**src/rtl/boot_rom_pkg.sv**
```systemverilog
// Shared types and defaults for the boot ROM bus slave.
// Response entries carry an error flag alongside the read word.
package boot_rom_pkg;

  localparam int unsigned ADDR_WIDTH_DEF = 12;
  localparam logic [31:0] BASE_ADDR_DEF  = 32'h0000_8000;

  typedef struct packed {
    logic        err;
    logic [31:0] data;
  } resp_t;

  localparam resp_t RESP_ERR = '{err: 1'b1, data: 32'h0};

endpackage

```
**src/rtl/boot_rom_bus_if_if.sv**
```systemverilog
// Request/response bus between a core master and the boot ROM slave.
// Signal names keep the slave-side _i/_o suffixes.
interface boot_rom_bus_if_if;

  logic        req_i;
  logic        gnt_o;
  logic [31:0] addr_i;
  logic        we_i;
  logic [3:0]  be_i;
  logic [31:0] wdata_i;
  logic        rvalid_o;
  logic        rready_i;
  logic [31:0] rdata_o;
  logic        err_o;

  modport master (
    output req_i, addr_i, we_i, be_i, wdata_i, rready_i,
    input  gnt_o, rvalid_o, rdata_o, err_o
  );

  modport slave (
    input  req_i, addr_i, we_i, be_i, wdata_i, rready_i,
    output gnt_o, rvalid_o, rdata_o, err_o
  );

endinterface

```
**src/rtl/boot_rom_resp_fifo.sv**
```systemverilog
// Two-entry response FIFO with 1-bit wrapping pointers.
// A push while full is accepted only together with a pop.
module boot_rom_resp_fifo
  import boot_rom_pkg::*;
(
  input  logic       clk,
  input  logic       rst,
  input  logic       push,
  input  resp_t      wdata,
  input  logic       pop,
  output resp_t      rdata,
  output logic       full,
  output logic       empty,
  output logic [1:0] count
);

  resp_t      mem [2];
  logic       wr_ptr;
  logic       rd_ptr;
  logic [1:0] cnt;
  logic       do_push;
  logic       do_pop;

  assign full    = (cnt == 2'd2);
  assign empty   = (cnt == 2'd0);
  assign count   = cnt;
  assign rdata   = mem[rd_ptr];
  assign do_pop  = pop && !empty;
  assign do_push = push && (!full || do_pop);

  always_ff @(posedge clk or posedge rst) begin
    if (rst) begin
      mem[0] <= '0;
      mem[1] <= '0;
      wr_ptr <= 1'b0;
      rd_ptr <= 1'b0;
      cnt    <= 2'd0;
    end else begin
      if (do_push) begin
        mem[wr_ptr] <= wdata;
        wr_ptr      <= ~wr_ptr;
      end
      if (do_pop) begin
        rd_ptr <= ~rd_ptr;
      end
      case ({do_push, do_pop})
        2'b10:   cnt <= cnt + 2'd1;
        2'b01:   cnt <= cnt - 2'd1;
        default: cnt <= cnt;
      endcase
    end
  end

endmodule

```
**src/rtl/boot_rom_bus_if.sv**
```systemverilog
// Boot ROM bus slave: decodes requests, drives the ROM wrapper and
// returns in-order responses with a bypass path and 2-deep buffer.
module boot_rom_bus_if
  import boot_rom_pkg::*;
#(
  parameter int unsigned ADDR_WIDTH = ADDR_WIDTH_DEF,
  parameter int unsigned DATA_WIDTH = 32,
  parameter logic [31:0] BASE_ADDR  = BASE_ADDR_DEF
) (
  input  logic                  clk,
  input  logic                  rst,
  boot_rom_bus_if_if.slave      bus,
  output logic                  rom_en_o,
  output logic [ADDR_WIDTH-1:0] rom_addr_o,
  input  logic [DATA_WIDTH-1:0] rom_rdata_i
);

  localparam logic [32:0] WIN_END =
    {1'b0, BASE_ADDR} + (33'd1 << ADDR_WIDTH);

  logic [31:0] offset;
  logic        hit;
  logic        accept;
  logic        inflight;
  logic        inflight_err;
  logic [2:0]  outstanding;

  resp_t       new_resp;
  resp_t       fifo_head;
  resp_t       head;
  logic        rvalid;
  logic        fifo_full;
  logic        fifo_empty;
  logic [1:0]  fifo_count;
  logic        push;
  logic        pop;
  logic        unused_bus;

  // 33-bit compare so windows near the top of memory cannot wrap
  assign offset = bus.addr_i - BASE_ADDR;
  assign hit    = !bus.we_i
               && (bus.addr_i[1:0] == 2'b00)
               && ({1'b0, bus.addr_i} >= {1'b0, BASE_ADDR})
               && ({1'b0, bus.addr_i} <  WIN_END);

  assign outstanding = {1'b0, fifo_count} + {2'b00, inflight};
  assign bus.gnt_o   = !rst && (outstanding < 3'd2);
  assign accept      = bus.req_i && bus.gnt_o;

  assign rom_en_o   = accept && hit;
  assign rom_addr_o = rom_en_o ? offset[ADDR_WIDTH-1:0] : '0;

  always_ff @(posedge clk or posedge rst) begin
    if (rst) begin
      inflight     <= 1'b0;
      inflight_err <= 1'b0;
    end else begin
      inflight     <= accept;
      inflight_err <= accept && !hit;
    end
  end

  assign new_resp = inflight_err ? RESP_ERR
                                 : '{err: 1'b0, data: rom_rdata_i};

  // Empty buffer: present last cycle's response straight through
  always_comb begin
    head   = fifo_head;
    rvalid = 1'b1;
    if (fifo_empty) begin
      head   = new_resp;
      rvalid = inflight;
    end
  end

  assign pop  = !fifo_empty && bus.rready_i;
  assign push = inflight && !(fifo_empty && bus.rready_i);

  boot_rom_resp_fifo u_fifo (
    .clk   (clk),
    .rst   (rst),
    .push  (push),
    .wdata (new_resp),
    .pop   (pop),
    .rdata (fifo_head),
    .full  (fifo_full),
    .empty (fifo_empty),
    .count (fifo_count)
  );

  assign bus.rvalid_o = rvalid;
  assign bus.rdata_o  = rvalid ? head.data : '0;
  assign bus.err_o    = rvalid && head.err;

  assign unused_bus = ^{bus.be_i, bus.wdata_i, offset, fifo_full};

endmodule
```
**src/flat_wrapper.sv**
```systemverilog
// flat-port wrapper written by rule: the top's interface ports become plain ports
module boot_rom_bus_if_flat import boot_rom_pkg::*;
#(
  parameter int unsigned ADDR_WIDTH = ADDR_WIDTH_DEF,
  parameter int unsigned DATA_WIDTH = 32,
  parameter logic [31:0] BASE_ADDR  = BASE_ADDR_DEF
)
  (clk, rst, rom_en_o, rom_addr_o, rom_rdata_i, bus_req_i, bus_addr_i, bus_we_i, bus_be_i, bus_wdata_i, bus_rready_i, bus_gnt_o, bus_rvalid_o, bus_rdata_o, bus_err_o);
  boot_rom_bus_if_if bus_i ();
  input  logic clk;
  input  logic rst;
  output logic rom_en_o;
  output logic [ADDR_WIDTH-1:0] rom_addr_o;
  input  logic [DATA_WIDTH-1:0] rom_rdata_i;
  input wire logic [$bits(bus_i.req_i)-1:0] bus_req_i;
  input wire logic [$bits(bus_i.addr_i)-1:0] bus_addr_i;
  input wire logic [$bits(bus_i.we_i)-1:0] bus_we_i;
  input wire logic [$bits(bus_i.be_i)-1:0] bus_be_i;
  input wire logic [$bits(bus_i.wdata_i)-1:0] bus_wdata_i;
  input wire logic [$bits(bus_i.rready_i)-1:0] bus_rready_i;
  output wire logic [$bits(bus_i.gnt_o)-1:0] bus_gnt_o;
  output wire logic [$bits(bus_i.rvalid_o)-1:0] bus_rvalid_o;
  output wire logic [$bits(bus_i.rdata_o)-1:0] bus_rdata_o;
  output wire logic [$bits(bus_i.err_o)-1:0] bus_err_o;
  assign bus_i.req_i = bus_req_i;
  assign bus_i.addr_i = bus_addr_i;
  assign bus_i.we_i = bus_we_i;
  assign bus_i.be_i = bus_be_i;
  assign bus_i.wdata_i = bus_wdata_i;
  assign bus_i.rready_i = bus_rready_i;
  assign bus_gnt_o = bus_i.gnt_o;
  assign bus_rvalid_o = bus_i.rvalid_o;
  assign bus_rdata_o = bus_i.rdata_o;
  assign bus_err_o = bus_i.err_o;
  boot_rom_bus_if #(.ADDR_WIDTH(ADDR_WIDTH), .DATA_WIDTH(DATA_WIDTH), .BASE_ADDR(BASE_ADDR)) u_core (.clk(clk), .rst(rst), .bus(bus_i), .rom_en_o(rom_en_o), .rom_addr_o(rom_addr_o), .rom_rdata_i(rom_rdata_i));
endmodule
```
**config.mk**
```make
export PLATFORM = sky130hd
export DESIGN_NAME = boot_rom_bus_if_flat
export DESIGN_NICKNAME = d
export VERILOG_FILES = /design/src/rtl/boot_rom_pkg.sv /design/src/rtl/boot_rom_bus_if_if.sv /design/src/rtl/boot_rom_resp_fifo.sv /design/src/rtl/boot_rom_bus_if.sv /design/src/flat_wrapper.sv
export SDC_FILE = /design/constraint.sdc
export NUM_CORES = 1
export LEC_CHECK = 0
export CELL_PAD_IN_SITES_DETAIL_PLACEMENT = 1
export CELL_PAD_IN_SITES_GLOBAL_PLACEMENT = 2
export CORE_MARGIN = 4
export CORE_UTILIZATION = 28
export CTS_CLUSTER_DIAMETER = 100
export CTS_CLUSTER_SIZE = 16
export DETAILED_ROUTE_END_ITERATION = 16
export HOLD_SLACK_MARGIN = 0.1
export PLACE_DENSITY = 0.91
export SYNTH_ARGS = -nofsm -noshare
export SYNTH_HDL_FRONTEND = slang
export SYNTH_SLANG_ARGS = --single-unit
```
**constraint.sdc**
```tcl
create_clock -name clk -period 3.05 [get_ports clk]
set_clock_uncertainty 0.2 [all_clocks]
set_input_delay 0.305 -clock clk [delete_from_list [all_inputs] [get_ports clk]]
set_output_delay 0.305 -clock clk [all_outputs]
set_load 0.02 [all_outputs]
```
==> out/qor.csv, run 1 <==
metric;value;unit
largest net degree at the start of global routing;49;
Distinct cells, synth;31;
top fanout value on the critical path;48;
Final Max Tran Viols;0;
highest clock rate;0.353;GHz
peak supply drop;0.300;mV
synth warn;0;
number of global-route vias before repair;3623;
reg2reg start;u_core.inflight;
CP Cell Sequence;nor2_4 -> buf_4 -> a211oi_1 -> a21oi_1 -> clkdlybuf4s50_1;
Via density;4.80;
Synth Register Bits;72;
CORE AREA;14600;µm²
syn_area_per_cell;11.7;µm²
RSZ-0062 raised after global routing;false;
Die Area;17100;µm²
status;finished clean;
P&R area growth vs syn;38.5;%
# IOs;153;
first-pass detailed-route iteration total;3;
Final Hold Fails;0;
initial detailed-routing violation count;79;
Final GP Congestion;0.697;
Net Sw Frac;0.334;
Worst-path clk slew;0.06;ns
slowest cell on the critical path;clkdlybuf4s50_1;
Finished Layout Cells;655;
Leakage;2.46;nW
Fin Setup TNS;0;ns
Critical Path RT;2.54;ns
htree depth;3;
synthesized instance count;360;
Post-CTS Setup Inserts;0;
fill cell total of the finished layout;1621;
Reg power frac;0.309;
CP startpoint kind;register;
Total GRT Usage;0.139;
DIE HEIGHT;131;µm
Net Sw Power;1.87;mW
Post-Layout Inst Area;5850;µm²
final worst path period need;2.83;ns
max-cap violation count;0;
Sink Count;72;
total placed instance area;5480;µm²
antenna cells;0;
CP Class;reg2out;
Post-CTS Hold Fix Bufs;0;
Power, Total;5.60;mW
FF+latch area;1800;µm²
Rows;44;
CTS buffer count;9;
Crit path max-delay family;buffers and inverters;
fraction of layout cells with a size suffix above 1;0.221;
first-pass GRT wire length;18800;µm
Tightest Pin Transition;0.654;ns
CTS tree;done;
final setup margin;0.215;ns
post-route ant nets;0;
clock buffer depth;2;
Worst Setup SP;u_core.u_fifo.count[1];
dpl ws;0.178;ns
register area share after synthesis;0.427;
PwrDens;957;nW/µm²
initial core utilization;0.288;
WP data arrival;2.33;ns
combinational share of power;0.458;
fin nets;571;
Bufs and invs on worst path;2;
port buffer count;114;
root buf cell;clkbuf_16;
wire per inst;17.6;µm
multi-input logic area;2160;µm²
Die X;131;µm
Setup-failing EPs final;0;
Int Pwr;3.73;mW
Routed WL;11500;µm
total gr overflow;0;
post-CTS sizing;0;
Rel. slew slack;0.563;
Worst Hold Class;in2async;
clk_lat worst skew;0.33;ns
CP peak stage delay;0.64;ns
Final Cycle Share;0.929;
dpl cells;639;
Clk pwr share;0.232;
initial antenna violation count;0;
Setup crit end kind;output port;
Mapped Area;4220;µm²
DRC;0;
hpwl dp;7950;µm
Vias;3146;
## power by group through the flow
| stage | clock network [mW] | registers, mW | logic (mW) |
|---|---|---|---|
| global route | 1.39 | 1.79 | 2.76 |
| finish | 1.30 | 1.73 | 2.57 |
| detailed placement | 0 | 1.74 | 2.60 |
| floorplan | 0 | 1.57 | 1.83 |
| global placement | 0 | 1.70 | 2.53 |
| CTS | 1.33 | 1.73 | 2.62 |
## per-stage QoR
step            util  hold WS, ns
2_1_floorplan      -        0.234
3_3_place_gp   0.374        0.281
3_5_place_dp   0.374        0.288
4_1_cts        0.399        0.232
5_1_grt        0.399        0.268
6_report       0.399        0.203
## cell usage in the layout, fill, tap and decap left out
master,count
nor4b_1,1
clkinv_2,3
clkdlybuf4s50_1,114
xor2_1,1
nand3_1,42
a211oi_1,3
a21oi_1,3
nand2_1,4
buf_12,2
dfrtp_2,1
conb_1,2
mux2_4,60
and3b_2,1
bufinv_16,4
xnor2_1,3
o21ai_0,34
o211a_2,2
nor4_1,4
or2b_1,1
nor3_1,12
inv_1,3
mux2i_1,33
o21ba_2,1
nand4_1,1
dfrtp_1,71
clkbuf_16,9
nor2_1,1
nor2b_1,33
clkbuf_8,1
nor2_4,1
and2b_2,1
mux2_2,6
buf_4,12
or3_1,1
## synthesized netlist by cell type, drive strengths merged
master | instances | area share
mux2 | 66 | 0.23
xnor2 | 3 | 0.0062
dfrtp | 72 | 0.43
xor2 | 1 | 0.0021
a21oi | 3 | 0.0036
nor4 | 4 | 0.0059
mux2i | 33 | 0.078
and2b | 1 | 0.0021
and3b | 1 | 0.0024
nand4 | 1 | 0.0015
clkbuf | 12 | 0.011
o21ba | 1 | 0.0024
nor2 | 2 | 0.0018
nand2 | 4 | 0.0036
nor4b | 1 | 0.0021
nor2b | 33 | 0.049
nand3 | 42 | 0.050
o211a | 2 | 0.0047
conb | 1 | 0.00089
inv | 4 | 0.0036
or3 | 1 | 0.0015
a211oi | 3 | 0.0053
or2b | 1 | 0.0018
o21ai | 34 | 0.040
buf | 22 | 0.051
nor3 | 12 | 0.014
## final timing paths
path / end / cells after the start / slack, ns
worst max-delay path: bus_err_o / 5 / 0.22
worst min-delay path: u_core.u_fifo.mem[63] / 2 / 0.20
worst max register to register: u_core.u_fifo.mem[30] / 4 / 0.90
worst min register to register: u_core.u_fifo.mem[65] / 1 / 0.31
max in group asynchronous: u_core.u_fifo.rd_ptr / 3 / 1.79
min in group clk: u_core.u_fifo.mem[65] / 1 / 0.31
## routing by layer
| metal | share of wire | global-route usage | up-vias |
|---|---|---|---|
| met2 | 0.52 | 0.247 | 58 |
| li1 | - | - | 1475 |
| met3 | 0.033 | 0.0313 | 13 |
| met5 | 0 | 0 | - |
| met4 | 0.013 | 0.0423 | 0 |
| met1 | 0.43 | 0.168 | 1600 |
## registers in the layout, summed over array words and instances (netlist names)
register              cells
u_core.inflight           1
u_core.inflight_err       1
u_core.u_fifo.count       2
u_core.u_fifo.mem        66
u_core.u_fifo.rd_ptr      1
u_core.u_fifo.wr_ptr      1
## final cells by class
cell class | count | share of cell area
repair buffers | 128 | 0.217
well taps | 184 | 0.0394
inverters | 4 | 0.00278
clock inverters | 6 | 0.0223
multi-input cells | 251 | 0.369
clock buffers | 10 | 0.0409
flip-flops and latches | 72 | 0.308
## cell families after synthesis
logic type / share of synthesized area
simple gates: 0.135
mux: 0.308
flops: 0.427
compound gates: 0.0563
buf+inv: 0.0649
xor+xnor: 0.00830
other cells: 0.000888
(Power assumes the default switching activity.)
==> inputs of run 2 (changes only) <==
--- a/config.mk
+++ b/config.mk
@@ -14,6 +14,7 @@
 export DETAILED_ROUTE_END_ITERATION = 16
 export HOLD_SLACK_MARGIN = 0.1
 export PLACE_DENSITY = 0.91
+export SKIP_LAST_GASP = 1
 export SYNTH_ARGS = -nofsm -noshare
 export SYNTH_HDL_FRONTEND = slang
 export SYNTH_SLANG_ARGS = --single-unit
==> results of run 2 <==
Final layout, timing and power as in run 1 (identical DEF).
==> inputs of run 3 (changes only) <==
--- a/config.mk
+++ b/config.mk
@@ -8,12 +8,13 @@
 export CELL_PAD_IN_SITES_DETAIL_PLACEMENT = 1
 export CELL_PAD_IN_SITES_GLOBAL_PLACEMENT = 2
 export CORE_MARGIN = 4
-export CORE_UTILIZATION = 28
+export CORE_UTILIZATION = 29
+export CTS_BUF_LIST = sky130_fd_sc_hd__clkbuf_4
 export CTS_CLUSTER_DIAMETER = 100
 export CTS_CLUSTER_SIZE = 16
 export DETAILED_ROUTE_END_ITERATION = 16
 export HOLD_SLACK_MARGIN = 0.1
-export PLACE_DENSITY = 0.91
+export PLACE_DENSITY = 0.93
 export SKIP_LAST_GASP = 1
 export SYNTH_ARGS = -nofsm -noshare
 export SYNTH_HDL_FRONTEND = slang
==> run 3 against run 2 <==
  * Sequential cell count did not move
  * Die area fell by 3.2%
  * Count of clock-buffer cells in the layout did not move
  * Critical path type unchanged
==> out/qor.csv, run 3 (synthesis results as in run 1) <==
metric;value;unit;change
status;finished clean;;unchanged
P&R area growth vs syn;32.1;%;was 38.5%
fraction of layout cells with a size suffix above 1;0.212;;was 0.221
fin util;0.396;;was 0.399
Final Cycle Share;0.943;;was 0.929
Hold Slack;0.318;ns;was 0.203 ns
Setup crit end kind;output port;;unchanged
fin nets;571;;unchanged
final worst path period need;2.88;ns;was 2.83 ns
Biggest register;u_core.u_fifo.mem;;unchanged
Die X;129;µm;was 131 µm
post-route ant nets;0;;unchanged
largest net degree at the start of global routing;42;;was 49
wire per inst;16.7;µm;was 17.6 µm
hpwl dp;7600;µm;was 7950 µm
total gr overflow;0;;unchanged
initial core utilization;0.300;;was 0.288
first-pass detailed-route iteration total;4;;was 3
commonest cells after routing, fill and taps aside;clkdlybuf4s50_1 (114), dfrtp_1 (71), mux2_4 (60);;unchanged
top fanout value on the critical path;12;;was 48
highest clock rate;0.348;GHz;was 0.353 GHz
port buffer count;114;;unchanged
PwrDens;852;nW/µm²;was 957 nW/µm²
CORE AREA;14100;µm²;was 14600 µm²
Via density;4.81;;was 4.80
Vias;3132;;was 3146
root buf cell;clkbuf_4;;was clkbuf_16
peak supply drop;0.301;mV;was 0.300 mV
htree depth;3;;unchanged
final setup margin;0.174;ns;was 0.215 ns
Rows;43;;was 44
Routed WL;10900;µm;was 11500 µm
total placed instance area;5470;µm²;was 5480 µm²
Bufs and invs on worst path;2;;unchanged
Die Area;16600;µm²;was 17100 µm²
Worst-path clk slew;0.11;ns;was 0.06 ns
Post-Layout Inst Area;5580;µm²;was 5850 µm²
# IOs;153;;unchanged
RSZ-0062 raised after global routing;false;;unchanged
DRC;0;;unchanged
initial detailed-routing violation count;107;;was 79
clock buffer depth;2;;unchanged
dpl cells;634;;was 639
dpl ws;0.209;ns;was 0.178 ns
Total GRT Usage;0.138;;was 0.139
Crit path max-delay family;buffers and inverters;;unchanged
Worst Hold Class;reg2reg;;was in2async
CP Cell Sequence;a211oi_1 -> buf_4 -> nand3_1 -> nor3_1 -> clkdlybuf4s50_1;;was nor2_4 -> buf_4 -> a211oi_1 -> a21oi_1 -> clkdlybuf4s50_1
clk_lat worst skew;0.40;ns;was 0.33 ns
Critical Path RT;2.54;ns;about the same
DIE HEIGHT;129;µm;was 131 µm
CP startpoint kind;register;;unchanged
antenna cells;0;;unchanged
first-pass GRT wire length;18500;µm;was 18800 µm
CTS buffer count;9;;unchanged
CP Class;reg2out;;unchanged
number of global-route vias before repair;3607;;was 3623
Leakage;2.33;nW;was 2.46 nW
Final Max Tran Viols;0;;unchanged
Setup-failing EPs final;0;;unchanged
max FFs per register;66;;unchanged
CP peak stage delay;0.66;ns;was 0.64 ns
most common cell after layout, fill and taps aside;clkdlybuf4s50_1;;unchanged
Fin Setup TNS;0;ns;unchanged
CTS tree;done;;unchanged
initial antenna violation count;0;;unchanged
slowest cell on the critical path;clkdlybuf4s50_1;;unchanged
Sink Count;72;;unchanged
Final GP Congestion;0.706;;was 0.697
Final Hold Fails;0;;unchanged
Finished Layout Cells;651;;was 655
WP data arrival;2.37;ns;was 2.33 ns
max-cap violation count;0;;unchanged
reg2reg setup slack;0.95;ns;was 0.90 ns
Power, Total;4.75;mW;was 5.60 mW
## run 3: cell count changes in the layout (fill, tap and decap cells not counted), sizes merged
cell,delta
bufinv,-4
buf,-1
clkinv,+3
dlygate4sd3,+1
inv,+1
## run 3: layout make-up
cell class / count / area [µm²]
repair buffers: 128 / 1270
well taps: 180 / 225
clock buffers: 10 / 75.1
inverters: 4 / 15.0
multi-input cells: 251 / 2160
fillers: 1588 / 8520
clock inverters: 6 / 26.3
flip-flops and latches: 72 / 1800
## run 3: power by group
part | internal [mW] | switching, mW | total (mW) | leakage, nW
logic | 1.43 | 1.16 | 2.59 | 1.38
registers | 1.39 | 0.285 | 1.68 | 0.893
clock network | 0.165 | 0.322 | 0.488 | 0.0624
## run 3: metal layers
metal / global-route usage / vias to the layer above / routed length (µm)
met5: 0 / - / 0
met4: 0.0290 / 0 / 92
met3: 0.0340 / 7 / 437
met2: 0.246 / 61 / 5690
met1: 0.168 / 1583 / 4640
li1: - / 1481 / -
## run 3: worst paths after layout
path / from / endpoint / cells after the start
max in group asynchronous: rst / u_core.u_fifo.mem[16] / 4
min in group asynchronous: rst / u_core.inflight / 3
worst max register to register: u_core.inflight / u_core.u_fifo.mem[36] / 4
worst min-delay path: u_core.u_fifo.mem[44] / u_core.u_fifo.mem[44] / 1
worst max-delay path: u_core.u_fifo.count[0] / rom_addr_o[3] / 5
worst min register to register: u_core.u_fifo.mem[44] / u_core.u_fifo.mem[44] / 1
## run 3: what timing repair did
action | 4_1_cts | 5_1_grt
gates resized for setup | 0 | 0
setup buffers | 0 | 0
endpoints found under the hold margin | 15 | 0
hold buffers | 1 | 0
setup endpoints to repair | 0 | 0
